### config.mk
export PLATFORM = sky130hd
export DESIGN_NAME = icu_biu_refill
export DESIGN_NICKNAME = d
export VERILOG_FILES = /design/src/rtl/icu_biu_refill.sv
export SDC_FILE = /design/constraint.sdc
export NUM_CORES = 1
export LEC_CHECK = 0
export ABC_AREA = 0
export BUFFER_PORTS_ARGS = -buffer_cell sky130_fd_sc_hd__buf_2
export CORE_MARGIN = 1
export CORE_UTILIZATION = 50
export CTS_BUF_LIST = sky130_fd_sc_hd__clkbuf_16
export CTS_CLUSTER_SIZE = 10
export DETAILED_ROUTE_END_ITERATION = 6
export GPL_TIMING_DRIVEN = 1
export PLACE_DENSITY = 0.82
export SETUP_SLACK_MARGIN = 0.4
export SLEW_MARGIN = 20
export SYNTH_ARGS = -nofsm -noshare
export SYNTH_HDL_FRONTEND = slang
export SYNTH_SLANG_ARGS = --single-unit
### constraint.sdc
create_clock -name clk -period 3.39 [get_ports clk]
set_input_delay 0.678 -clock clk [delete_from_list [all_inputs] [get_ports clk]]
set_output_delay 0.678 -clock clk [all_outputs]
set_load 0.03 [all_outputs]
### src/rtl/icu_biu_refill.sv
// -----------------------------------------------------------------------------
// icu_biu_refill
//
// Purpose:
//   Refill engine between the instruction cache and the memory bus. It accepts
//   one line-fill request, acknowledges it with a single-cycle pulse, and then
//   fetches the 32-byte line as four 64-bit reads on a single-outstanding memory
//   port. The fetch normally starts at the critical (missing) beat and wraps
//   modulo 4. Each returned beat is forwarded to the cache with a one-cycle valid
//   pulse. The fourth beat is flagged with data_last.
//
// Parameters:
//   DATA_W  beat width (only 64 is supported)
//   BEATS   beats per line (only 4 is supported)
//   CWF     1: critical word first, start at addr[4:3] and wrap
//           0: always start at beat 0
//
// Ports:
//   clk, resetn          clock (posedge) and asynchronous active-low reset
//   icu_biu_req/addr     level fill request and miss address [31:3] from icache
//   biu_icu_ack          one-cycle accept pulse
//   biu_icu_data_*       returned beat: valid pulse, data, last flag, error flag
//   mem_req/addr         registered read request, held until mem_gnt
//   mem_gnt              request accepted
//   mem_rvalid/rdata     read data return, with per-read error mem_rerr
// -----------------------------------------------------------------------------
module icu_biu_refill #(
  parameter int DATA_W = 64,
  parameter int BEATS  = 4,
  parameter int CWF    = 1
) (
  input  logic              clk,
  input  logic              resetn,
  input  logic              icu_biu_req,
  input  logic [31:3]       icu_biu_addr,
  output logic              biu_icu_ack,
  output logic              biu_icu_data_valid,
  output logic [DATA_W-1:0] biu_icu_data,
  output logic              biu_icu_data_last,
  output logic              biu_icu_data_err,
  output logic              mem_req,
  output logic [31:0]       mem_addr,
  input  logic              mem_gnt,
  input  logic              mem_rvalid,
  input  logic [DATA_W-1:0] mem_rdata,
  input  logic              mem_rerr
);

  typedef enum logic [1:0] {
    IDLE = 2'd0,
    ACK  = 2'd1,
    REQ  = 2'd2,
    WAIT = 2'd3
  } state_e;

  localparam logic [1:0] LAST_CNT = 2'(BEATS - 1);

  state_e              state_q, state_d;
  logic [31:5]         line_q, line_d;
  logic [1:0]          beat_q, beat_d;
  logic [1:0]          cnt_q, cnt_d;
  logic                ack_q, ack_d;
  logic                mem_req_q, mem_req_d;
  logic [31:0]         mem_addr_q, mem_addr_d;
  logic                valid_q, valid_d;
  logic [DATA_W-1:0]   data_q, data_d;
  logic                last_q, last_d;
  logic                err_q, err_d;
  logic [1:0]          next_beat;

  // Beat index of the read that follows the current one (2-bit wrap).
  assign next_beat = beat_q + 2'd1;

  // Next-state and registered-output logic. Pulse outputs (ack, valid, last)
  // default low every cycle. The data and error outputs hold their value
  // between beats.
  always_comb begin
    state_d    = state_q;
    line_d     = line_q;
    beat_d     = beat_q;
    cnt_d      = cnt_q;
    ack_d      = 1'b0;
    mem_req_d  = mem_req_q;
    mem_addr_d = mem_addr_q;
    valid_d    = 1'b0;
    data_d     = data_q;
    last_d     = 1'b0;
    err_d      = err_q;

    case (state_q)
      IDLE: begin
        if (icu_biu_req) begin
          line_d  = icu_biu_addr[31:5];
          beat_d  = (CWF != 0) ? icu_biu_addr[4:3] : 2'd0;
          cnt_d   = 2'd0;
          ack_d   = 1'b1;
          state_d = ACK;
        end
      end

      ACK: begin
        mem_req_d  = 1'b1;
        mem_addr_d = {line_q, beat_q, 3'b000};
        state_d    = REQ;
      end

      REQ: begin
        if (mem_gnt) begin
          mem_req_d = 1'b0;
          state_d   = WAIT;
        end
      end

      WAIT: begin
        if (mem_rvalid) begin
          data_d  = mem_rdata;
          err_d   = mem_rerr;
          valid_d = 1'b1;
          last_d  = (cnt_q == LAST_CNT);
          beat_d  = next_beat;
          cnt_d   = cnt_q + 2'd1;
          if (cnt_q == LAST_CNT) begin
            state_d = IDLE;
          end else begin
            // The next read is issued in the same cycle the beat goes back to
            // the cache. This keeps one read outstanding with no bubble.
            mem_req_d  = 1'b1;
            mem_addr_d = {line_q, next_beat, 3'b000};
            state_d    = REQ;
          end
        end
      end

      default: state_d = IDLE;
    endcase
  end

  // State register. Reset aborts any burst in progress at once. A late read
  // return then lands in IDLE, where it is ignored.
  always_ff @(posedge clk or negedge resetn) begin
    if (!resetn) begin
      state_q    <= IDLE;
      line_q     <= '0;
      beat_q     <= 2'd0;
      cnt_q      <= 2'd0;
      ack_q      <= 1'b0;
      mem_req_q  <= 1'b0;
      mem_addr_q <= '0;
      valid_q    <= 1'b0;
      data_q     <= '0;
      last_q     <= 1'b0;
      err_q      <= 1'b0;
    end else begin
      state_q    <= state_d;
      line_q     <= line_d;
      beat_q     <= beat_d;
      cnt_q      <= cnt_d;
      ack_q      <= ack_d;
      mem_req_q  <= mem_req_d;
      mem_addr_q <= mem_addr_d;
      valid_q    <= valid_d;
      data_q     <= data_d;
      last_q     <= last_d;
      err_q      <= err_d;
    end
  end

  assign biu_icu_ack        = ack_q;
  assign biu_icu_data_valid = valid_q;
  assign biu_icu_data       = data_q;
  assign biu_icu_data_last  = last_q;
  assign biu_icu_data_err   = err_q;
  assign mem_req            = mem_req_q;
  assign mem_addr           = mem_addr_q;

endmodule

# Word level (Yosys, flattened, before mapping)
# Cells that the tools add are included.
# W data, S select, Z words.
[op_classes]
addsub = 2
eq_ne = 8
n_mux = 24
n_reduce_logical = 10
[op_table]
columns = ["cell", "n"]
rows = [
  ["$mux W32", 2],
  ["$pmux W32 S2", 1],
  ["$mux W2", 8],
  ["$mux W1", 9],
  ["$reduce_and A3 Y1", 3],
  ["$ne A2 B2 Y1 const B", 4],
  ["$pmux W2 S2", 2],
  ["$pmux W2 S4", 1],
  ["$eq A2 B2 Y1 const B", 3],
  ["$add A2 B1 Y2 const B", 2],
  ["$reduce_and A2 Y1", 2],
  ["$reduce_and A4 Y1", 1],
  ["$reduce_bool A2 Y1", 2],
  ["$pmux W1 S3", 1],
  ["$reduce_bool A3 Y1", 1],
  ["$eq A2 B1 Y1 const B", 1],
  ["$logic_not A2 Y1", 1],
]
[word_totals]
reg_bits = 134
input_bits = 99
out_inout_bits = 101
word_cells = 55

# Depth between registers and ports, before layout
# Gate-level depths: netlist (run 1).
[depth]
word_depth = 4
mapped_depth = 6
depth_no_buf = 4

# Least setup slack after synthesis (run 1)
# OpenSTA, ideal clock, no wires.
[synth_path]
path_kind = "input port to flip-flop"
from = "input port mem_rvalid"
to = "register mem_addr_q[11] (netlist: mem_addr[11])"
setup_time_ns = 0.125
t_arrival_ns = 1.563
required_time_ns = 3.265
setup_slack_ns = 1.702
path_stages = 5
path_buffers = 2
cell_sequence = "and2b_4 > o21a_1 > buf_6 > buf_12 > mux2_4"
[synth_via]
elab_chain_len = 2
[synth_lines]
columns = ["element", "line_no", "rtl"]
rows = [
  ["from (decl)", "44", "input logic mem_rvalid,"],
  ["$ne A2 B2 Y1 (no line)", "n/a", ""],
  ["$reduce_and A3 Y1 (no line)", "n/a", ""],
  ["to (signal assigned)", "160", "mem_addr_q <= mem_addr_d;"],
  ["to (decl)", "64", "logic [31:0] mem_addr_q, mem_addr_d;"],
]
# No other way between the ends.
# A chain may end at the register's enable or synchronous reset.

# Worst setup path in the final report (run 1)
[layout_path]
from = "register cnt_q[0]"
to = "register mem_addr_q[7] (netlist: mem_addr[7])"
[layout_via]
elab_chain_len = 3
[layout_lines]
columns = ["element", "line_no", "rtl"]
rows = [
  ["from (decl)", "61", "logic [1:0] cnt_q, cnt_d;"],
  ["from (signal assigned)", "157", "cnt_q <= cnt_d;"],
  ["$eq A2 B2 Y1", "122", "if (cnt_q == LAST_CNT) begin"],
  ["$ne A2 B2 Y1 (no line)", "n/a", ""],
  ["$reduce_and A3 Y1 (no line)", "n/a", ""],
]
# No other way between the ends.

==> results summary, run 1 <==
The run finished with clean final reports. The average cell area after synthesis is 11.4 um^2. The area added between synthesis and finish is 31.7%. The wire length of the first global-routing pass is 19.0 mm.

Dividing the detail-routed via count by the number of cells gives 4.84. The via count of the first global-routing pass came out at 3935. The peak supply drop is 0.475 mV.

Detailed routing inserted a total of 3845 vias. Synthesis produced a netlist whose cell count is 451. The detailed-route DRC error count is 0.

In the final routed layout, each cell accounts on average for 14.2 um. The met1 global-route usage is 28.4%. The final weighted congestion of routability-driven global placement came out at 0.806. The switching power total came out at 3.10 mW. Net switching is 40.9% of the power.

The number of register bits inferred by synthesis came out at 131. The floorplan step defined a die boundary enclosing 10700 um^2. No sink is reached through more buffers than the 2 on the longest clock path. The initial core utilization came out at 52.3%. The port buffer count is 196. The worst setup slack for register-to-register paths is 1.43 ns.

The number of slew-limit violations in the final report came out at 0. The detailed-route wire length is 11.3 mm. The final-report setup violation count is 0. 0 antenna diodes ended up in the layout. The initial antenna violation count is 0. The die boundary height is 104 um. The maximum achievable frequency is 510 MHz. Traced cell by cell, the critical path runs through ha_1, and2b_4, o21a_1, buf_4, mux2_2. In the final layout, the share of cells above drive strength 1 is 43.8%. The number of placed I/O pins came out at 200. The core region is 9860 um^2. The pin slew with the least headroom to its limit came out at 0.675 ns.

The power density over cell area came out at 1110 nW/um^2. The number of resized instances in the post-cts repair step is 0. The count of hold-fix buffers inserted at cts is 0.

The total routing usage reported by global routing came out at 22.6%. The share of synthesized area occupied by flip-flops and latches is 63.6%. The final critical delay including setup and external delays came out at 1.96 ns. Once detailed placement completed, the half-perimeter wirelength came to 7.94 mm. The met2 layer usage reported by global route is 37.1%.

Fill cells in the final layout number 727. The most utilized layer in the global route result is met2. In the final timing run, aggregate negative setup slack is 0 ns.

Sequential cells account for 36.2% of the total power. Entering global routing, the biggest net connects 67 pins. The share of the core filled with cells is 68.8%.

Headroom to the max-slew limit came out at 55.0%. The starting DRC count in detailed routing came out at 247. The distinct cell type count after synthesis is 35. Setup repair after global routing left no endpoint under its margin. The data required time of the worst path is 3.67 ns. The worst endpoint data arrival time is 2.25 ns. The leakage power is 3.75 nW.

The count of endpoints failing hold in the final timing report came to 0. After the last flow step, the layout net total stands at 750. The master of the slowest instance on the critical path is sky130_fd_sc_hd__buf_4. STA classifies the critical path startpoint as a flip-flop. The number of buffers inserted to repair setup after CTS is 0. Across the run, the number of max-cap violations was 0. The number of nets with antenna violations after routing is 0. The placement row count came out at 36. Counting both buffers and inverters, the worst setup path holds a total of 1. The clock input transition at the sequential cells of the worst setup and hold paths is 0.06 ns. The maximum level of the CTS H-tree is 4. The maximum fanout along the worst path is 27.

Clock skew on the completed layout was measured at 0.00996 ns. The worst setup path is captured at a flip-flop. The die width came out at 104 um. The share of total power dissipated in the clock network is 22.8%.

In this run the worst hold path is classified as primary input to async pin. CTS placed an instance of sky130_fd_sc_hd__clkbuf_16 at the clock tree root. The first-pass iteration count of the detailed router is 4. The delay of the slowest critical-path stage came out at 0.41 ns.

The cell-internal power came out at 4.47 mW. The CTS tree is done. The final clock period utilization by the worst path came out at 57.9%. The number of warnings issued by yosys is 0. The insertion delay of the later-clocked pin in the worst-skew pair is 0.41 ns.

In this run, CTS created clock tree buffers numbering 17. Summed over all layers, the global routing overflow is 0. The critical path in this run is classified as flip-flop to flip-flop. The kind of cell with the highest combined delay on the critical path is buffers and inverters. Clock tree synthesis found a total of 131 sinks.

The post-route total power came out at 7.57 mW. The met3 capacity usage during global routing came out at 6.36%. The synthesized netlist occupies a cell area of 5160 um^2. The share of power burned in combinational logic is 41.0%.

The final worst hold slack came out at 0.230 ns.
==> flip-flops by register name, indices dropped and copies added (netlist names), 2 cells and up <==
register and count:
state_q 2, line_q 27, mem_addr 29, biu_icu_data 64, beat_q 2, cnt_q 2
==> cells by family (layout without fill, tap and decap cells) <==
| logic type | count (synthesis) | after routing | share of synthesized area (%) |
|---|---|---|---|
| AND/OR/NAND/NOR | 213 | 213 | 16.3 |
| flip-flops | 131 | 131 | 63.6 |
| multiplexers | 56 | 56 | 13.7 |
| buffers and inverters | 30 | 239 | 3.45 |
| AO/OA/AOI/OAI | 18 | 18 | 2.48 |
| adder cells (fa/ha/maj) | 2 | 2 | 0.485 |
| other | 1 | 3 | 0.0727 |
==> stage by stage <==
stage	instance area [um^2]	setup WS [ns]	std cells
after global placement	6220	1.35	763
after detailed placement	6220	1.31	763
final	6790	1.43	795
after CTS	6790	1.43	795
after floorplan	5160	1.70	453
after global routing	6790	1.32	795
==> synthesized netlist by cell type, drive strengths merged <==
library cell	number	share of area [%]
or3b	1	0.17
o21a	1	0.15
dfrtp	131	64
mux2	55	13
o21bai	1	0.15
a21o	2	0.29
and2	1	0.12
buf	17	2.5
ha	2	0.49
a211oi	1	0.15
and2b	1	0.19
mux2i	1	0.19
conb	1	0.073
nor2	6	0.44
a32o	1	0.19
a22o	1	0.17
a31o	1	0.17
nand3	3	0.29
o2bb2ai	1	0.17
nand2	196	14
and4b	1	0.19
a32oi	2	0.34
a21oi	4	0.39
nor3b	1	0.24
nand2b	3	0.36
clkbuf	8	0.58
inv	5	0.36
o22ai	1	0.12
o21ai	2	0.19
==> layout by cell type (no fill, tap or decap), drive strengths merged <==
| cell type | count |
|---|---|
| ha | 2 |
| a21oi | 4 |
| a32o | 1 |
| a211oi | 1 |
| clkinv | 7 |
| mux2 | 55 |
| and4b | 1 |
| and2b | 1 |
| a22o | 1 |
| bufinv | 2 |
| mux2i | 1 |
| o2bb2ai | 1 |
| clkbuf | 17 |
| clkinvlp | 4 |
| nor3b | 1 |
| o21bai | 1 |
| nor2 | 6 |
| buf | 202 |
| or3b | 1 |
| o22ai | 1 |
| dfrtp | 131 |
| a32oi | 2 |
| o21ai | 2 |
| o21a | 1 |
| nand2 | 196 |
| inv | 7 |
| nand2b | 3 |
| and2 | 1 |
| conb | 3 |
| nand3 | 3 |
| a31o | 1 |
| a21o | 2 |
==> worst reg2reg max path, delay by kind of cell, from the launching register on <==
kind,cells,cell delay (ns)
buffers and inverters,1,0.41
muxes,1,0.41
DFF,1,0.40
and+or+nand+nor,1,0.28
adders and majority gates,1,0.24
AOI/OAI and AO/OA,1,0.11
==> power groups by stage <==
stage / Clock [mW] / Sequential (mW) / Combinational, mW
6_report: 1.72 / 2.74 / 3.11
5_1_grt: 1.84 / 2.84 / 3.33
4_1_cts: 1.76 / 2.75 / 3.14
3_5_place_dp: 0 / 2.75 / 3.13
3_3_place_gp: 0 / 2.72 / 3.04
2_1_floorplan: 0 / 3.76 / 1.22
==> path summary, 6_finish.rpt <==
path / end / start / cells after the start
hold reg to reg: biu_icu_data[44]$_DFFE_PN0P_ / biu_icu_data[44]$_DFFE_PN0P_ / 2
max in group asynchronous: biu_icu_data[43]$_DFFE_PN0P_ / resetn / 2
hold / removal: mem_addr[14]$_DFFE_PN0P_ / resetn / 1
setup / recovery: mem_addr[7]$_DFFE_PN0P_ / cnt_q[0]$_DFFE_PN0P_ / 5
setup reg to reg: mem_addr[7]$_DFFE_PN0P_ / cnt_q[0]$_DFFE_PN0P_ / 5
min in group clk: biu_icu_data[16]$_DFFE_PN0P_ / mem_rdata[16] / 3
==> routing by layer <==
metal	part of all wire, %	up-vias
li1	-	1834
met1	43	1847
met2	49	152
met3	6.3	12
met4	1.1	0
met5	0	-
==> layout make-up <==
class / count / area [um^2] / share of cell area [%]
well taps: 133 / 166 / 2.45
clock buffers: 17 / 425 / 6.26
clock inverters: 15 / 143 / 2.10
repair buffers: 202 / 1040 / 15.3
multi-input cells: 292 / 1720 / 25.3
inverters: 5 / 18.8 / 0.276
flip-flops and latches: 131 / 3280 / 48.3
Power figures use the tool's default switching activity.
==> run 2: changes to the inputs <==
--- a/config.mk
+++ b/config.mk
@@ -5,15 +5,15 @@
 export SDC_FILE = /design/constraint.sdc
 export NUM_CORES = 1
 export LEC_CHECK = 0
-export ABC_AREA = 0
+export ABC_AREA = 1
 export BUFFER_PORTS_ARGS = -buffer_cell sky130_fd_sc_hd__buf_2
 export CORE_MARGIN = 1
-export CORE_UTILIZATION = 50
+export CORE_UTILIZATION = 48
 export CTS_BUF_LIST = sky130_fd_sc_hd__clkbuf_16
 export CTS_CLUSTER_SIZE = 10
 export DETAILED_ROUTE_END_ITERATION = 6
 export GPL_TIMING_DRIVEN = 1
-export PLACE_DENSITY = 0.82
+export PLACE_DENSITY = 0.79
 export SETUP_SLACK_MARGIN = 0.4
 export SLEW_MARGIN = 20
 export SYNTH_ARGS = -nofsm -noshare
==> constraint.sdc (replaced) <==
create_clock -name clk -period 2 [get_ports clk]
set_input_delay 0.4 -clock clk [delete_from_list [all_inputs] [get_ports clk]]
set_output_delay 0.4 -clock clk [all_outputs]
set_load 0.03 [all_outputs]
==> run 2 against run 1 <==
Via count increased by 11%. Clock skew decreased by 0.0036 ns. Clock power grew 85%. Maximum frequency is 38% higher. Largest power group unchanged. Sequential power increased by 63%. Core utilization decreased by 2.9 points. Worst hold slack lost 0.036 ns.
==> results summary, run 2 <==
The flow ran to the end, and the final reports show no timing, DRC or antenna violations. The top-area cell type share of the netlist area came to 64.4% (+0.84 points). The final weighted congestion of routability-driven global placement is 0.773 (-4.0%). Sorting the synthesized cells by how often they occur yields sky130_fd_sc_hd__nand2_1, sky130_fd_sc_hd__dfrtp_1, sky130_fd_sc_hd__o21ai_0, sky130_fd_sc_hd__inv_1, sky130_fd_sc_hd__buf_4. The critical path goes through ha_1, nand3_1, nand2_1, nor2_2, buf_4, o21ai_0, nand2_1.

The insertion delay of the later-clocked pin in the worst-skew pair is 0.40 ns (about the same). The number of instances in the synthesized netlist came to 567 (+26%). In the layout the commonest cells are sky130_fd_sc_hd__nand2_1, sky130_fd_sc_hd__buf_2, sky130_fd_sc_hd__dfrtp_1, sky130_fd_sc_hd__o21ai_0, sky130_fd_sc_hd__inv_1. The number of nets in the layout is 869 (+16%). The placement row count came out at 37 (+2.8%). The first-pass iteration count of the detailed router came out at 4 (unchanged). The maximum fanout along the worst path is 19 (-30%).

By area the synthesized netlist is led by sky130_fd_sc_hd__dfrtp_1, sky130_fd_sc_hd__nand2_1, sky130_fd_sc_hd__o21ai_0. The combined area of all synthesized cells came to 5090 um^2 (-1.3%). The count of maximum capacitance violations is 0 (unchanged). The maximum level of the CTS H-tree came out at 4 (unchanged).

In this run the critical register-to-register path is captured at mem_addr[3]$_DFFE_PN0P_. The worst clock skew was 0.00636 ns (-0.00360 ns). The final total negative setup slack is 0 ns (unchanged).

The number of placed I/O pins came out at 200 (unchanged). CTS placed an instance of sky130_fd_sc_hd__clkbuf_16 at the clock tree root. The distinct cell type count after synthesis came to 22 (-37%). The maximum achievable frequency came out at 704 MHz (+38%). The number of buffers inserted to repair setup after CTS came out at 0 (unchanged).

The via count of the first global-routing pass came out at 4303 (+9.4%). Among all flip-flop cells after synthesis, the most frequent one is sky130_fd_sc_hd__dfrtp_1. The area added between synthesis and finish came out at 33.7%. The worst setup slack for register-to-register paths is 0.58 ns (-0.85 ns). The die footprint came out at 11000 um^2 (+2.7%). Setup repair after global routing left no endpoint under its margin. The capturing element type of the critical path is a flip-flop. The die boundary height is 105 um (+1.4%). The number of flops mapped to enable cells by yosys came out at 0 (unchanged). The die width came to 105 um (+1.4%).

The worst setup path is launched from a flip-flop. The worst setup path is of the flip-flop to flip-flop kind. Tracing the worst setup path back leads to its startpoint at cnt_q[0]$_DFFE_PN0P_. The count of antenna diodes in the layout is 0 (unchanged). The final-report setup violation count came out at 0 (unchanged). The initial antenna violation count is 0 (unchanged). The detailed-route DRC error count is 0 (unchanged).

The TritonCTS buffer count came out at 17 (unchanged). The startpoint identified for the worst register-to-register timing path is cnt_q[0]$_DFFE_PN0P_. The delay of the slowest critical-path stage is 0.41 ns (about the same). The final critical delay including setup and external delays was 1.42 ns (-0.542 ns).

The library cell appearing most often on the critical path is sky130_fd_sc_hd__nand2_1. The post-route total power came out at 12.8 mW (+69%). The port buffer count came out at 196 (unchanged). The vias after detailed routing came out at 4266 (+11%). The clock input transition at the sequential cells of the worst setup and hold paths is 0.05 ns (about the same). The data required time of the worst path is 2.34 ns (-1.33 ns). The average cell area after synthesis was 8.97 um^2 (-22%). The CTS tree is done. The peak supply drop is 0.811 mV (+71%). The clock sink count came out at 131 (unchanged).

The starting DRC count in detailed routing is 299 (+21%). The wire length of the first global-routing pass came out at 19.3 mm (+1.1%). The detailed-route vias per instance came out at 4.65 (-3.8%).

The share of final-layout standard cells stronger than drive strength 1 is 31.2% (-13 points). The detailed-route wire length came out at 11.5 mm (+2.0%). The pin count of the biggest net entering global routing came out at 56 (-16%). The count of endpoints failing hold in the final timing report was 0 (unchanged). The share of async-settable or async-resettable flops after synthesis came out at 100% (unchanged). The post-DP HPWL came to 8.07 mm (+1.7%). The power density over cell area came out at 1880 nW/um^2 (+68%). The total routing usage reported by global routing is 22.4% (-0.30 points).

In this run the worst hold path is classified as primary input to flip-flop. The initial core utilization was 49.3% (-3.0 points). The number of warnings issued by yosys came out at 0 (unchanged). The deepest clock path buffer count came to 2 (unchanged).

The average detailed-routed wire length per instance came out at 12.6 um (-12%). The number of nets with antenna violations after routing is 0 (unchanged). The standard cell core area came out at 10300 um^2 (+4.7%). The final worst hold slack is 0.194 ns (-0.0361 ns). The number of flip-flops in the largest register is 64 (unchanged). Yosys instantiated no cell more often than sky130_fd_sc_hd__nand2_1. The final clock period utilization by the worst path was 71.0% (+13 points). The leakage power came out at 4.00 nW (+6.6%).

The number of cells on the worst reg-to-reg path came to 7 (+2). For this design, the slowest cell found on the critical path is sky130_fd_sc_hd__dfrtp_1. The number of slew-limit violations in the final report is 0 (unchanged).

The synthesized design spends more area on one cell type than any other, namely sky130_fd_sc_hd__dfrtp_1. The number of register bits inferred by synthesis came out at 131 (unchanged). Following the worst setup path forward leads to its endpoint at mem_addr[3]$_DFFE_PN0P_. The worst endpoint data arrival time is 1.76 ns (-0.49 ns).

The total global routing overflow came out at 0 (unchanged). The share of synthesized area occupied by flip-flops and latches came out at 64.4% (+0.84 points). The most common cell after layout, fill and taps aside is sky130_fd_sc_hd__nand2_1.
run 2: layer usage:
metal	GRT usage, %	up-vias	wire [um]	share of wire (%)
met5	0	-	0	0
met4	6.74	0	137	1.2
met3	6.86	13	830	7.2
met2	37.3	175	5410	47
met1	28.0	1959	5140	45
li1	-	2119	-	-
run 2: stage by stage:
| stage | setup WS, ns | utilization (%) | instance area [um^2] | cells |
|---|---|---|---|---|
| after global routing | 0.432 | 65.9 | 6800 | 917 |
| after detailed placement | 0.496 | 59.8 | 6180 | 884 |
| final | 0.580 | 65.9 | 6800 | 917 |
| after global placement | 0.627 | 59.8 | 6180 | 884 |
| after CTS | 0.500 | 65.9 | 6800 | 917 |
| after floorplan | 0.662 | - | 5100 | 569 |
run 2: worst min path at each step:
stage                     startpoint                      endpoint  slack [ns]  cells past startpoint
floorplan                     resetn         beat_q[0]$_DFFE_PN0P_        0.10                      0
global placement              resetn   biu_icu_data[1]$_DFFE_PN0P_        0.28                      1
detailed placement            resetn   biu_icu_data[1]$_DFFE_PN0P_        0.28                      1
CTS                 icu_biu_addr[30]        line_q[30]$_DFFE_PN0P_        0.18                      3
global route           mem_rdata[41]  biu_icu_data[41]$_DFFE_PN0P_        0.18                      3
finish              icu_biu_addr[30]        line_q[30]$_DFFE_PN0P_        0.19                      3
run 2: final cells by class:
cell class / count / area, um^2
fill: 864 / 3520
sequential: 131 / 3280
multi-input combinational: 389 / 1560
timing repair buffer: 207 / 1100
clock buffer: 17 / 425
clock inverter: 15 / 188
tap: 136 / 170
inverter: 22 / 85.1
run 2: cell families after synthesis:
logic type                 after synthesis  share of synthesized area, %
other                                    1                        0.0737
buffers and inverters                   49                          5.16
AOI/OAI and AO/OA                       26                          2.66
and+or+nand+nor                        357                          27.0
adders and majority gates                2                         0.492
DFF                                    131                          64.4
muxes                                    1                         0.197
run 2: worst max-delay path, delay by kind of cell, from the launching register on:
| family | cells | cell delay, ns |
|---|---|---|
| DFF | 1 | 0.41 |
| and+or+nand+nor | 4 | 0.37 |
| buffers and inverters | 1 | 0.23 |
| adders and majority gates | 1 | 0.22 |
| AOI/OAI and AO/OA | 1 | 0.12 |
run 2: where the power goes:
group          switching (mW)  leakage, nW  internal, mW
Combinational            3.69         2.07          1.43
Sequential              0.626         1.62          3.84
Clock                    1.10        0.306          2.08
run 2: repair_timing:
| item | in CTS | in global routing |
|---|---|---|
| gates resized for setup | 0 | 2 |
| endpoints found under the setup margin | 0 | 1 |
| endpoints found under the hold margin | 24 | 0 |
| hold buffers | 1 | 0 |
